`config.mk`:
```
export PLATFORM = sky130hd
export DESIGN_NAME = event_readout_ctrl
export DESIGN_NICKNAME = d
export VERILOG_FILES = /design/src/rtl/bpm_readout_defs.sv /design/src/rtl/rise_detect.sv /design/src/rtl/event_readout_ctrl.sv
export SDC_FILE = /design/constraint.sdc
export NUM_CORES = 1
export LEC_CHECK = 0
export ABC_AREA = 1
export BUFFER_PORTS_ARGS = -buffer_cell sky130_fd_sc_hd__buf_2
export CAP_MARGIN = 5
export CORE_MARGIN = 4
export CORE_UTILIZATION = 40
export DETAILED_ROUTE_END_ITERATION = 10
export PLACE_DENSITY = 0.63
export RECOVER_POWER = 100
export REMOVE_ABC_BUFFERS = 1
export SYNTH_ARGS = -nofsm -noshare
export SYNTH_HDL_FRONTEND = slang
export SYNTH_HIERARCHICAL = 1
export SYNTH_SLANG_ARGS = --single-unit
```
`constraint.sdc`:
```
create_clock -name clk -period 2.1 [get_ports clk]
set_input_delay 0.63 -clock clk [delete_from_list [all_inputs] [get_ports clk]]
set_output_delay 0.63 -clock clk [all_outputs]
set_load 0.01 [all_outputs]
```
`src/rtl/bpm_readout_defs.sv`:
```
// Shared definitions for the BPM event readout path: FSM encoding and frame layout.
// The host-side frame decoder imports the same package.
package bpm_readout_defs;

    typedef enum logic [3:0] {
        StIdle,
        StHdrSync,
        StHdrEvt,
        StRdReq,
        StRdWait,
        StSend,
        StDiscard,
        StTrlCnt,
        StTrlSum,
        StDone
    } state_e;

    localparam logic [15:0] SYNC_WORD_DEFAULT = 16'hA55A;

    // Frame: sync, event number, payload..., count trailer, checksum trailer.
    localparam int unsigned FRAME_HDR_WORDS = 2;
    localparam int unsigned FRAME_TRL_WORDS = 2;

    // Count trailer is {trunc, zero pad, payload count}; trunc sits in the MSB.
    function automatic int unsigned trunc_bit(input int unsigned data_w);
        return data_w - 1;
    endfunction

endpackage

```
`src/rtl/rise_detect.sv`:
```
// Rising-edge detector: registered copy of the input plus an AND-NOT against its
// previous value. level_o is the registered level used for re-arm decisions.
module rise_detect (
    input  logic clk,
    input  logic rst,
    input  logic d_i,
    output logic level_o,
    output logic rise_o
);

    logic sync_q, sync_d;
    logic prev_q, prev_d;

    always_comb begin
        sync_d = d_i;
        prev_d = sync_q;
    end

    always_ff @(posedge clk) begin
        if (rst) begin
            sync_q <= 1'b0;
            prev_q <= 1'b0;
        end else begin
            sync_q <= sync_d;
            prev_q <= prev_d;
        end
    end

    assign level_o = sync_q;
    assign rise_o  = sync_q & ~prev_q;

endmodule

```
`src/rtl/event_readout_ctrl.sv`:
```
// Drains one event from the FIFO per event_rdy rise and sends it to the host link as
// a frame: sync, event number, payload, {trunc, count} trailer, XOR checksum.
module event_readout_ctrl
    import bpm_readout_defs::*;
#(
    parameter int unsigned          DATA_W    = 16,
    parameter int unsigned          MAX_WORDS = 1024,
    parameter logic [DATA_W-1:0]    SYNC_WORD = DATA_W'(SYNC_WORD_DEFAULT)
) (
    input  logic              clk,
    input  logic              rst,
    input  logic              event_rdy,
    input  logic              fifo_empty,
    input  logic [DATA_W-1:0] fifo_dout,
    output logic              fifo_rd,
    output logic [DATA_W-1:0] tx_data,
    output logic              tx_valid,
    input  logic              tx_ready,
    output logic              tx_last,
    output logic              busy,
    output logic [15:0]       evt_count
);

    localparam int unsigned CNT_W     = $clog2(MAX_WORDS + 1);
    localparam int unsigned TRUNC_BIT = trunc_bit(DATA_W);

    if (CNT_W >= DATA_W) begin : g_bad_cfg
        $error("MAX_WORDS does not fit below the trunc bit of DATA_W");
    end

    state_e              state_q, state_d;
    logic [DATA_W-1:0]   tx_data_q, tx_data_d;
    logic                tx_valid_q, tx_valid_d;
    logic                tx_last_q, tx_last_d;
    logic [DATA_W-1:0]   sum_q, sum_d;
    logic [CNT_W-1:0]    cnt_q, cnt_d;
    logic                trunc_q, trunc_d;
    logic [15:0]         evt_q, evt_d;

    logic                rdy_level;
    logic                rdy_rise;
    logic                hs;
    logic [DATA_W-1:0]   trl_cnt_word;

    rise_detect u_rdy_rise (
        .clk     (clk),
        .rst     (rst),
        .d_i     (event_rdy),
        .level_o (rdy_level),
        .rise_o  (rdy_rise)
    );

    assign hs = tx_valid_q & tx_ready;

    always_comb begin
        trl_cnt_word            = '0;
        trl_cnt_word[CNT_W-1:0] = cnt_q;
        trl_cnt_word[TRUNC_BIT] = trunc_q;
    end

    always_comb begin
        state_d    = state_q;
        tx_data_d  = tx_data_q;
        tx_valid_d = tx_valid_q;
        tx_last_d  = tx_last_q;
        sum_d      = sum_q;
        cnt_d      = cnt_q;
        trunc_d    = trunc_q;
        evt_d      = evt_q;
        fifo_rd    = 1'b0;

        unique case (state_q)
            StIdle: begin
                if (rdy_rise) begin
                    tx_data_d  = SYNC_WORD;
                    tx_valid_d = 1'b1;
                    state_d    = StHdrSync;
                end
            end
            StHdrSync: begin
                if (hs) begin
                    tx_data_d = DATA_W'(evt_q);
                    state_d   = StHdrEvt;
                end
            end
            StHdrEvt: begin
                if (hs) begin
                    tx_valid_d = 1'b0;
                    state_d    = StRdReq;
                end
            end
            StRdReq: begin
                if (fifo_empty) begin
                    tx_data_d  = trl_cnt_word;
                    tx_valid_d = 1'b1;
                    state_d    = StTrlCnt;
                end else if (cnt_q == CNT_W'(MAX_WORDS)) begin
                    trunc_d = 1'b1;
                    state_d = StDiscard;
                end else begin
                    fifo_rd = 1'b1;
                    state_d = StRdWait;
                end
            end
            StRdWait: begin
                tx_data_d  = fifo_dout;
                tx_valid_d = 1'b1;
                sum_d      = sum_q ^ fifo_dout;
                cnt_d      = cnt_q + CNT_W'(1);
                state_d    = StSend;
            end
            StSend: begin
                if (hs) begin
                    tx_valid_d = 1'b0;
                    state_d    = StRdReq;
                end
            end
            StDiscard: begin
                // trunc_q is already set here, so the trailer word carries it.
                if (fifo_empty) begin
                    tx_data_d  = trl_cnt_word;
                    tx_valid_d = 1'b1;
                    state_d    = StTrlCnt;
                end else begin
                    fifo_rd = 1'b1;
                end
            end
            StTrlCnt: begin
                if (hs) begin
                    tx_data_d = sum_q;
                    tx_last_d = 1'b1;
                    state_d   = StTrlSum;
                end
            end
            StTrlSum: begin
                if (hs) begin
                    tx_valid_d = 1'b0;
                    tx_last_d  = 1'b0;
                    evt_d      = evt_q + 16'd1;
                    cnt_d      = '0;
                    sum_d      = '0;
                    trunc_d    = 1'b0;
                    state_d    = StDone;
                end
            end
            StDone: begin
                if (!rdy_level) begin
                    state_d = StIdle;
                end
            end
            default: state_d = StIdle;
        endcase

        // An aborting reset must not pop a word the frame will never send.
        if (rst) begin
            fifo_rd = 1'b0;
        end
    end

    always_ff @(posedge clk) begin
        if (rst) begin
            state_q    <= StIdle;
            tx_data_q  <= '0;
            tx_valid_q <= 1'b0;
            tx_last_q  <= 1'b0;
            sum_q      <= '0;
            cnt_q      <= '0;
            trunc_q    <= 1'b0;
            evt_q      <= '0;
        end else begin
            state_q    <= state_d;
            tx_data_q  <= tx_data_d;
            tx_valid_q <= tx_valid_d;
            tx_last_q  <= tx_last_d;
            sum_q      <= sum_d;
            cnt_q      <= cnt_d;
            trunc_q    <= trunc_d;
            evt_q      <= evt_d;
        end
    end

    assign tx_data   = tx_data_q;
    assign tx_valid  = tx_valid_q;
    assign tx_last   = tx_last_q;
    assign busy      = (state_q != StIdle);
    assign evt_count = evt_q;

endmodule

```
; ---- Word level (Yosys, flattened, before mapping)
; Index checks and enable logic that the tools add are counted.
[classes]
muxes = 33
n_addsub = 2
n_eq_ne = 21
reduce_logical = 17
bitwise_logic = 4
[op_table]
columns = operator, n
row1 = $mux W16, 5
row2 = $pmux W16 S5, 1
row3 = $pmux W4 S9, 1
row4 = $pmux W16 S2, 1
row5 = $mux W4, 7
row6 = $pmux W11 S2, 1
row7 = $add A16 B1 Y16 const B, 1
row8 = $eq A4 B3 Y1 const B, 4
row9 = $ne A2 B2 Y1 const B, 8
row10 = $xor A16 B16 Y16, 1
row11 = $add A11 B1 Y11 const B, 1
row12 = $eq A11 B11 Y1 const B, 1
row13 = $mux W11, 1
row14 = $mux W1, 10
row15 = $eq A4 B2 Y1 const B, 2
row16 = $eq A4 B4 Y1 const B, 2
row17 = $reduce_and A4 Y1, 2
row18 = $reduce_bool A4 Y1, 2
row19 = $reduce_and A7 Y1, 1
row20 = $ne A2 B1 Y1 const B, 3
row21 = $pmux W1 S2, 3
row22 = $reduce_bool A2 Y1, 3
row23 = $reduce_and A5 Y1, 1
row24 = $reduce_bool A5 Y1, 1
row25 = 10 further kinds, 14
[totals]
input_bits = 21
output_inout_bits = 36
register_bits = 68

; ---- Logic depth before layout (Yosys ltp)
[logic_depth]
depth_word = 5
mapped_depth = 12
ltp_nobuf = 10

; ---- By module
; The synthesis kept the hierarchy.
[modules_own_cells]
columns = mod, cells_per_inst, n_inst, area_per_inst_um2, seq_area_each_um2
row1 = event_readout_ctrl, 595, 1, 3652.3, 1321.3
row2 = rise_detect, 7, 1, 58.8, 40.0

; ---- Worst setup path before layout
; No wires, ideal clock.
[synth_timing]
path_type = in2reg
start = input port tx_ready
end = register sum_q[0]
path_buffers = 2
setup_slack_ps = 336
setup_time_ps = 132
arrival_ps = 1632
cell_stages = 8
required_time_ps = 1968
cell_sequence = nand2_1 -> inv_1 -> nand2_1 -> nand2_1 -> buf_4 -> buf_4 -> a21oi_1 -> nor3_1
[synth_via]
elab_chain_cells = 3
[synth_rtl]
columns = element, line_no
row1 = start: declaration, event_readout_ctrl.sv:18  ; input logic tx_ready,
row2 = $and A1 B1 Y1, event_readout_ctrl.sv:53  ; assign hs = tx_valid_q & tx_ready;
row3 = $ne A2 B2 Y1 (no line), --
row4 = $reduce_and A2 Y1 (no line), --
row5 = end signal: assignment, event_readout_ctrl.sv:175  ; sum_q <= sum_d;
row6 = end: declaration, event_readout_ctrl.sv:35  ; logic [DATA_W-1:0] sum_q, sum_d;
; Every way passes these cells.
; A chain may end at the register's enable or synchronous reset.

; ---- Final worst setup path
[layout_timing]
start = register cnt_q[1]
end = output port fifo_rd
[layout_via]
elab_chain_cells = 5
[layout_rtl]
columns = element, line_no
row1 = start: declaration, event_readout_ctrl.sv:36  ; logic [CNT_W-1:0] cnt_q, cnt_d;
row2 = start signal: assignment, event_readout_ctrl.sv:176  ; cnt_q <= cnt_d;
row3 = $eq A11 B11 Y1, event_readout_ctrl.sv:97  ; end else if (cnt_q == CNT_W'(MAX_WORDS)) begin
row4 = $mux W1, event_readout_ctrl.sv:97
row5 = $mux W1, event_readout_ctrl.sv:93  ; if (fifo_empty) begin
row6 = $pmux W1 S2, event_readout_ctrl.sv:72  ; unique case (state_q)
row7 = $mux W1, event_readout_ctrl.sv:155  ; if (rst) begin
row8 = end: declaration, event_readout_ctrl.sv:15  ; output logic fifo_rd,
; Every way passes these cells.

==> flow_summary.html <==
<table>
<tr><th>Metric</th><th>Value</th></tr>
<tr><th colspan="2">GRT</th></tr>
<tr><td>GRT overflow</td><td>0</td></tr>
<tr><td>GRT Util Overall</td><td>0.204</td></tr>
<tr><td>First-pass GRT wire length</td><td>18.1 mm</td></tr>
<tr><td>Number of antenna violations at the first check in global routing</td><td>0</td></tr>
<tr><td>Largest net degree at the start of global routing</td><td>39</td></tr>
<tr><td>Via count of the first global-routing pass</td><td>3,753</td></tr>
<tr><th colspan="2">Synthesis</th></tr>
<tr><td>Sequential area share after synthesis</td><td>0.367</td></tr>
<tr><td>FF+latch count, synth</td><td>68</td></tr>
<tr><td>Fraction of synthesized cell area taken by the top area cell type</td><td>0.367</td></tr>
<tr><td>Cell types occupying the most area after synthesis</td><td>sky130_fd_sc_hd__dfxtp_1 37%, sky130_fd_sc_hd__nand2_1 15%, sky130_fd_sc_hd__nor2_1 10%, sky130_fd_sc_hd__inv_1 8.1%, sky130_fd_sc_hd__nand3_1 6.5%</td></tr>
<tr><td>Post-synth cell types</td><td>25</td></tr>
<tr><td>Dominant register cell in the synthesized netlist</td><td>sky130_fd_sc_hd__dfxtp_1</td></tr>
<tr><td>Proportion of register bits with asynchronous set or reset after synthesis</td><td>0</td></tr>
<tr><td>Most area-hungry cell type in the Yosys netlist</td><td>sky130_fd_sc_hd__dfxtp_1</td></tr>
<tr><td>Gate count of the mapped netlist</td><td>602</td></tr>
<tr><td>Mean Syn Cell Area</td><td>6.16 sq um</td></tr>
<tr><td>Number of enable-type register cells in the synthesized netlist</td><td>0</td></tr>
<tr><td>Warning count from the yosys run</td><td>6</td></tr>
<tr><td>Post-synthesis instance area</td><td>0.00371 sq mm</td></tr>
<tr><th colspan="2">Setup path</th></tr>
<tr><td>Data arrival at the endpoint of the critical path</td><td>1.48 ns</td></tr>
<tr><td>Worst setup path class</td><td>reg -&gt; out</td></tr>
<tr><td>Data required time of the critical path</td><td>1.47 ns</td></tr>
<tr><td>Startpoint types</td><td>flop</td></tr>
<tr><td>Worst Setup End Kind</td><td>primary output</td></tr>
<tr><td>Biggest fanout along the worst timing path</td><td>5</td></tr>
<tr><th colspan="2">Timing</th></tr>
<tr><td>Worst Hold Margin</td><td>0.471 ns</td></tr>
<tr><td>RSZ-0062 raised after global routing</td><td>true</td></tr>
<tr><td>Max frequency</td><td>474 MHz</td></tr>
<tr><td>Smallest setup slack after layout</td><td>-0.00845 ns</td></tr>
<tr><td>Maximum clock skew at final layout</td><td>0.00936 ns</td></tr>
<tr><td>Number of hold-slack violations in the final timing report</td><td>0</td></tr>
<tr><td>Final setup violation count</td><td>1</td></tr>
<tr><td>Max Transition Viols Final</td><td>0</td></tr>
<tr><td>Period utilisation layout</td><td>1.00</td></tr>
<tr><td>Transition at the pin with the smallest max-transition slack</td><td>0.653 ns</td></tr>
<tr><td>Worst slew slack as a fraction of its limit</td><td>0.564</td></tr>
<tr><td>Final Critical Period</td><td>2.11 ns</td></tr>
<tr><th colspan="2">Placement</th></tr>
<tr><td>Placed insts</td><td>767</td></tr>
<tr><td>GPL Wtd Cong</td><td>0.887</td></tr>
<tr><td>DP Area</td><td>0.00417 sq mm</td></tr>
<tr><td>DP Wirelength</td><td>8.13 mm</td></tr>
<tr><td>Number of buffers inserted by port buffering</td><td>56</td></tr>
<tr><th colspan="2">Clock network</th></tr>
<tr><td>Number of sinks on the clock net</td><td>68</td></tr>
<tr><td>TritonCTS clock tree</td><td>built</td></tr>
<tr><td>Root buffer selected by CTS</td><td>sky130_fd_sc_hd__clkbuf_8</td></tr>
<tr><td>Number of buffers between clock root and the deepest sink</td><td>2</td></tr>
<tr><td>Num CTS Buffers</td><td>9</td></tr>
<tr><td>Clock latency of the later-clocked register in the worst-skew pair</td><td>0.34 ns</td></tr>
<tr><td>Maximum level of the CTS H-tree</td><td>3</td></tr>
<tr><td>Clock-pin slew reported for the worst setup and hold paths after clock tree synthesis</td><td>0.08 ns</td></tr>
<tr><th colspan="2">Die</th></tr>
<tr><td>Initial standard-cell utilization of the core</td><td>0.417</td></tr>
<tr><td>Die Outline Area</td><td>0.0109 sq mm</td></tr>
<tr><td>Die boundary width</td><td>104 um</td></tr>
<tr><td>Number of primary I/O pins</td><td>57</td></tr>
<tr><td>Number of rows in the core area</td><td>34</td></tr>
<tr><td>Placeable core region</td><td>0.00889 sq mm</td></tr>
<tr><td>Chip height</td><td>104 um</td></tr>
<tr><th colspan="2">Routing</th></tr>
<tr><td>Wire length reported by the detailed router</td><td>11.0 mm</td></tr>
<tr><td>Vias per std cell</td><td>5.11</td></tr>
<tr><td>1st-iter DRT viols</td><td>261</td></tr>
<tr><td>Total via count after detailed routing</td><td>4,012</td></tr>
<tr><td>Detailed-route wire length per cell</td><td>14.0 um</td></tr>
<tr><td>Number of remaining DRC errors</td><td>0</td></tr>
<tr><td>Number of routed nets with antenna violations</td><td>0</td></tr>
<tr><td>Iteration count of the initial detailed-routing pass</td><td>5</td></tr>
<tr><th colspan="2">Power and ir drop</th></tr>
<tr><td>Power density of the placed cells</td><td>981 mW/mm^2</td></tr>
<tr><td>Leak Pwr</td><td>2.01 nW</td></tr>
<tr><td>Power, Total</td><td>0.00433 W</td></tr>
<tr><td>Max IR drop VDD</td><td>0.357 mV</td></tr>
<tr><th colspan="2">Cells and area</th></tr>
<tr><td>Number of filler cells placed in the layout</td><td>954</td></tr>
<tr><td>Most common cell after layout, fill and taps aside</td><td>sky130_fd_sc_hd__nand2_1</td></tr>
<tr><td>Antenna Diode Count</td><td>0</td></tr>
<tr><td>Combined area of the multi-input logic cells</td><td>0.00199 sq mm</td></tr>
<tr><td>Highest-count cells in the layout ignoring fill and taps</td><td>150 x sky130_fd_sc_hd__nand2_1, 98 x sky130_fd_sc_hd__nor2_1, 78 x sky130_fd_sc_hd__inv_1, 62 x sky130_fd_sc_hd__dfxtp_1, 48 x sky130_fd_sc_hd__nand3_1</td></tr>
<tr><td>Layout cells sized above 1</td><td>0.117</td></tr>
<tr><td>Post-layout nets</td><td>696</td></tr>
<tr><td>Sequential cell area</td><td>0.00138 sq mm</td></tr>
<tr><td>Post-Layout Cell Count</td><td>785</td></tr>
<tr><td>Area Overhead vs Synth</td><td>18.8%</td></tr>
<tr><td>Final instance area</td><td>0.00441 sq mm</td></tr>
<tr><th colspan="2">Worst hold path</th></tr>
<tr><td>Type of the worst min-delay path</td><td>reg -&gt; reg</td></tr>
<tr><th colspan="2">Run status</th></tr>
<tr><td>Outcome</td><td>complete, but fails checks</td></tr>
<tr><td>Violations in the final reports</td><td>negative setup slack</td></tr>
<tr><th colspan="2">Flow run</th></tr>
<tr><td>Max Cap Viol</td><td>0</td></tr>
</table>
-- repair_timing --
item / CTS / global route
buffers inserted: 2 / 0
hold buffers: 0 / 0
gates cloned: 0 / 0
hold endpoints to repair: 0 / 0
pin swaps: 1 / 2
endpoints found under the setup margin: 1 / 14
resized for setup: 11 / 10
-- layout make-up --
type | instances | area share
clock buffer | 10 | 0.0312
clock inverter | 6 | 0.0196
inverter | 86 | 0.0732
multi-input combinational | 434 | 0.451
sequential | 68 | 0.312
tap | 108 | 0.0307
timing repair buffer | 73 | 0.0820
-- path summary, 6_finish.rpt --
check / end / startpoint / slack, ns / depth (start not counted)
setup reg to reg: tx_data[4]$_SDFFE_PP0P_ / state_q[2]$_SDFFE_PP0P_ / 0.18 / 11
hold reg to reg: u_rdy_rise/prev_q$_SDFF_PP0_ / u_rdy_rise/level_o$_SDFF_PP0_ / 0.47 / 2
hold / removal: u_rdy_rise/prev_q$_SDFF_PP0_ / u_rdy_rise/level_o$_SDFF_PP0_ / 0.47 / 2
setup / recovery: fifo_rd / cnt_q[1]$_SDFFE_PP0P_ / -0.008 / 8
-- kinds of logic after synthesis --
family / count (synthesis) / share of synthesized area
and+or+nand+nor: 351 / 0.403
DFF: 68 / 0.367
AOI/OAI and AO/OA: 79 / 0.109
xor gates and xnor gates: 1 / 0.00236
buffers and inverters: 100 / 0.109
adders and majority gates: 3 / 0.0101
-- registers in the layout, indices dropped and copies added, names as in the netlist --
register,flops
tx_valid,1
u_rdy_rise/level_o,1
evt_count,16
trunc_q,1
tx_last,1
cnt_q,11
u_rdy_rise/prev_q,1
state_q,4
tx_data,16
sum_q,16
-- through the flow --
stage | worst slack (ns) | setup TNS, ns | utilization
after floorplan | -0.0614 | -0.189 | -
after CTS | 0.0225 | 0 | 0.498
final | -0.00845 | -0.00845 | 0.496
after global placement | 0.181 | 0 | 0.469
after detailed placement | 0.122 | 0 | 0.469
after global routing | -0.102 | -0.344 | 0.496
-- metal layers --
metal	vias to the layer above	part of all wire	wire length, um	GRT usage
met1	1790	0.46	5100	0.279
li1	2057	-	-	-
met5	-	0	0	0
met2	148	0.45	4990	0.333
met3	17	0.067	738	0.0286
met4	0	0.018	197	0.0627
-- power by group --
group / switching [W] / internal, W
sequential: 0.000102 / 0.00147
clock: 0.000537 / 0.000702
combinational: 0.00102 / 0.000492
total: 0.00166 / 0.00266
-- critical path: stages (launching register included) --
cell,delay [ns]
sky130_fd_sc_hd__dfxtp_4,0.36
sky130_fd_sc_hd__inv_2,0.06
sky130_fd_sc_hd__ha_4,0.13
sky130_fd_sc_hd__nand2_4,0.05
sky130_fd_sc_hd__nor3_4,0.21
sky130_fd_sc_hd__nand2_1,0.07
sky130_fd_sc_hd__nand2_1,0.08
sky130_fd_sc_hd__a21oi_2,0.05
sky130_fd_sc_hd__buf_2,0.14
-- Yosys cell counts (4+ instances only) --
library cell / count
sky130_fd_sc_hd__buf_2: 4
sky130_fd_sc_hd__nor2_1: 99
sky130_fd_sc_hd__inv_1: 80
sky130_fd_sc_hd__nand3b_1: 5
sky130_fd_sc_hd__nand2_1: 151
sky130_fd_sc_hd__nand3_1: 48
sky130_fd_sc_hd__o21ai_0: 29
sky130_fd_sc_hd__nor3_1: 19
sky130_fd_sc_hd__dfxtp_1: 68
sky130_fd_sc_hd__a21oi_1: 47
sky130_fd_sc_hd__nor2_2: 4
sky130_fd_sc_hd__and3_1: 11
sky130_fd_sc_hd__buf_4: 4
sky130_fd_sc_hd__inv_2: 6
sky130_fd_sc_hd__nand4_1: 10
(Power assumes the default switching activity.)
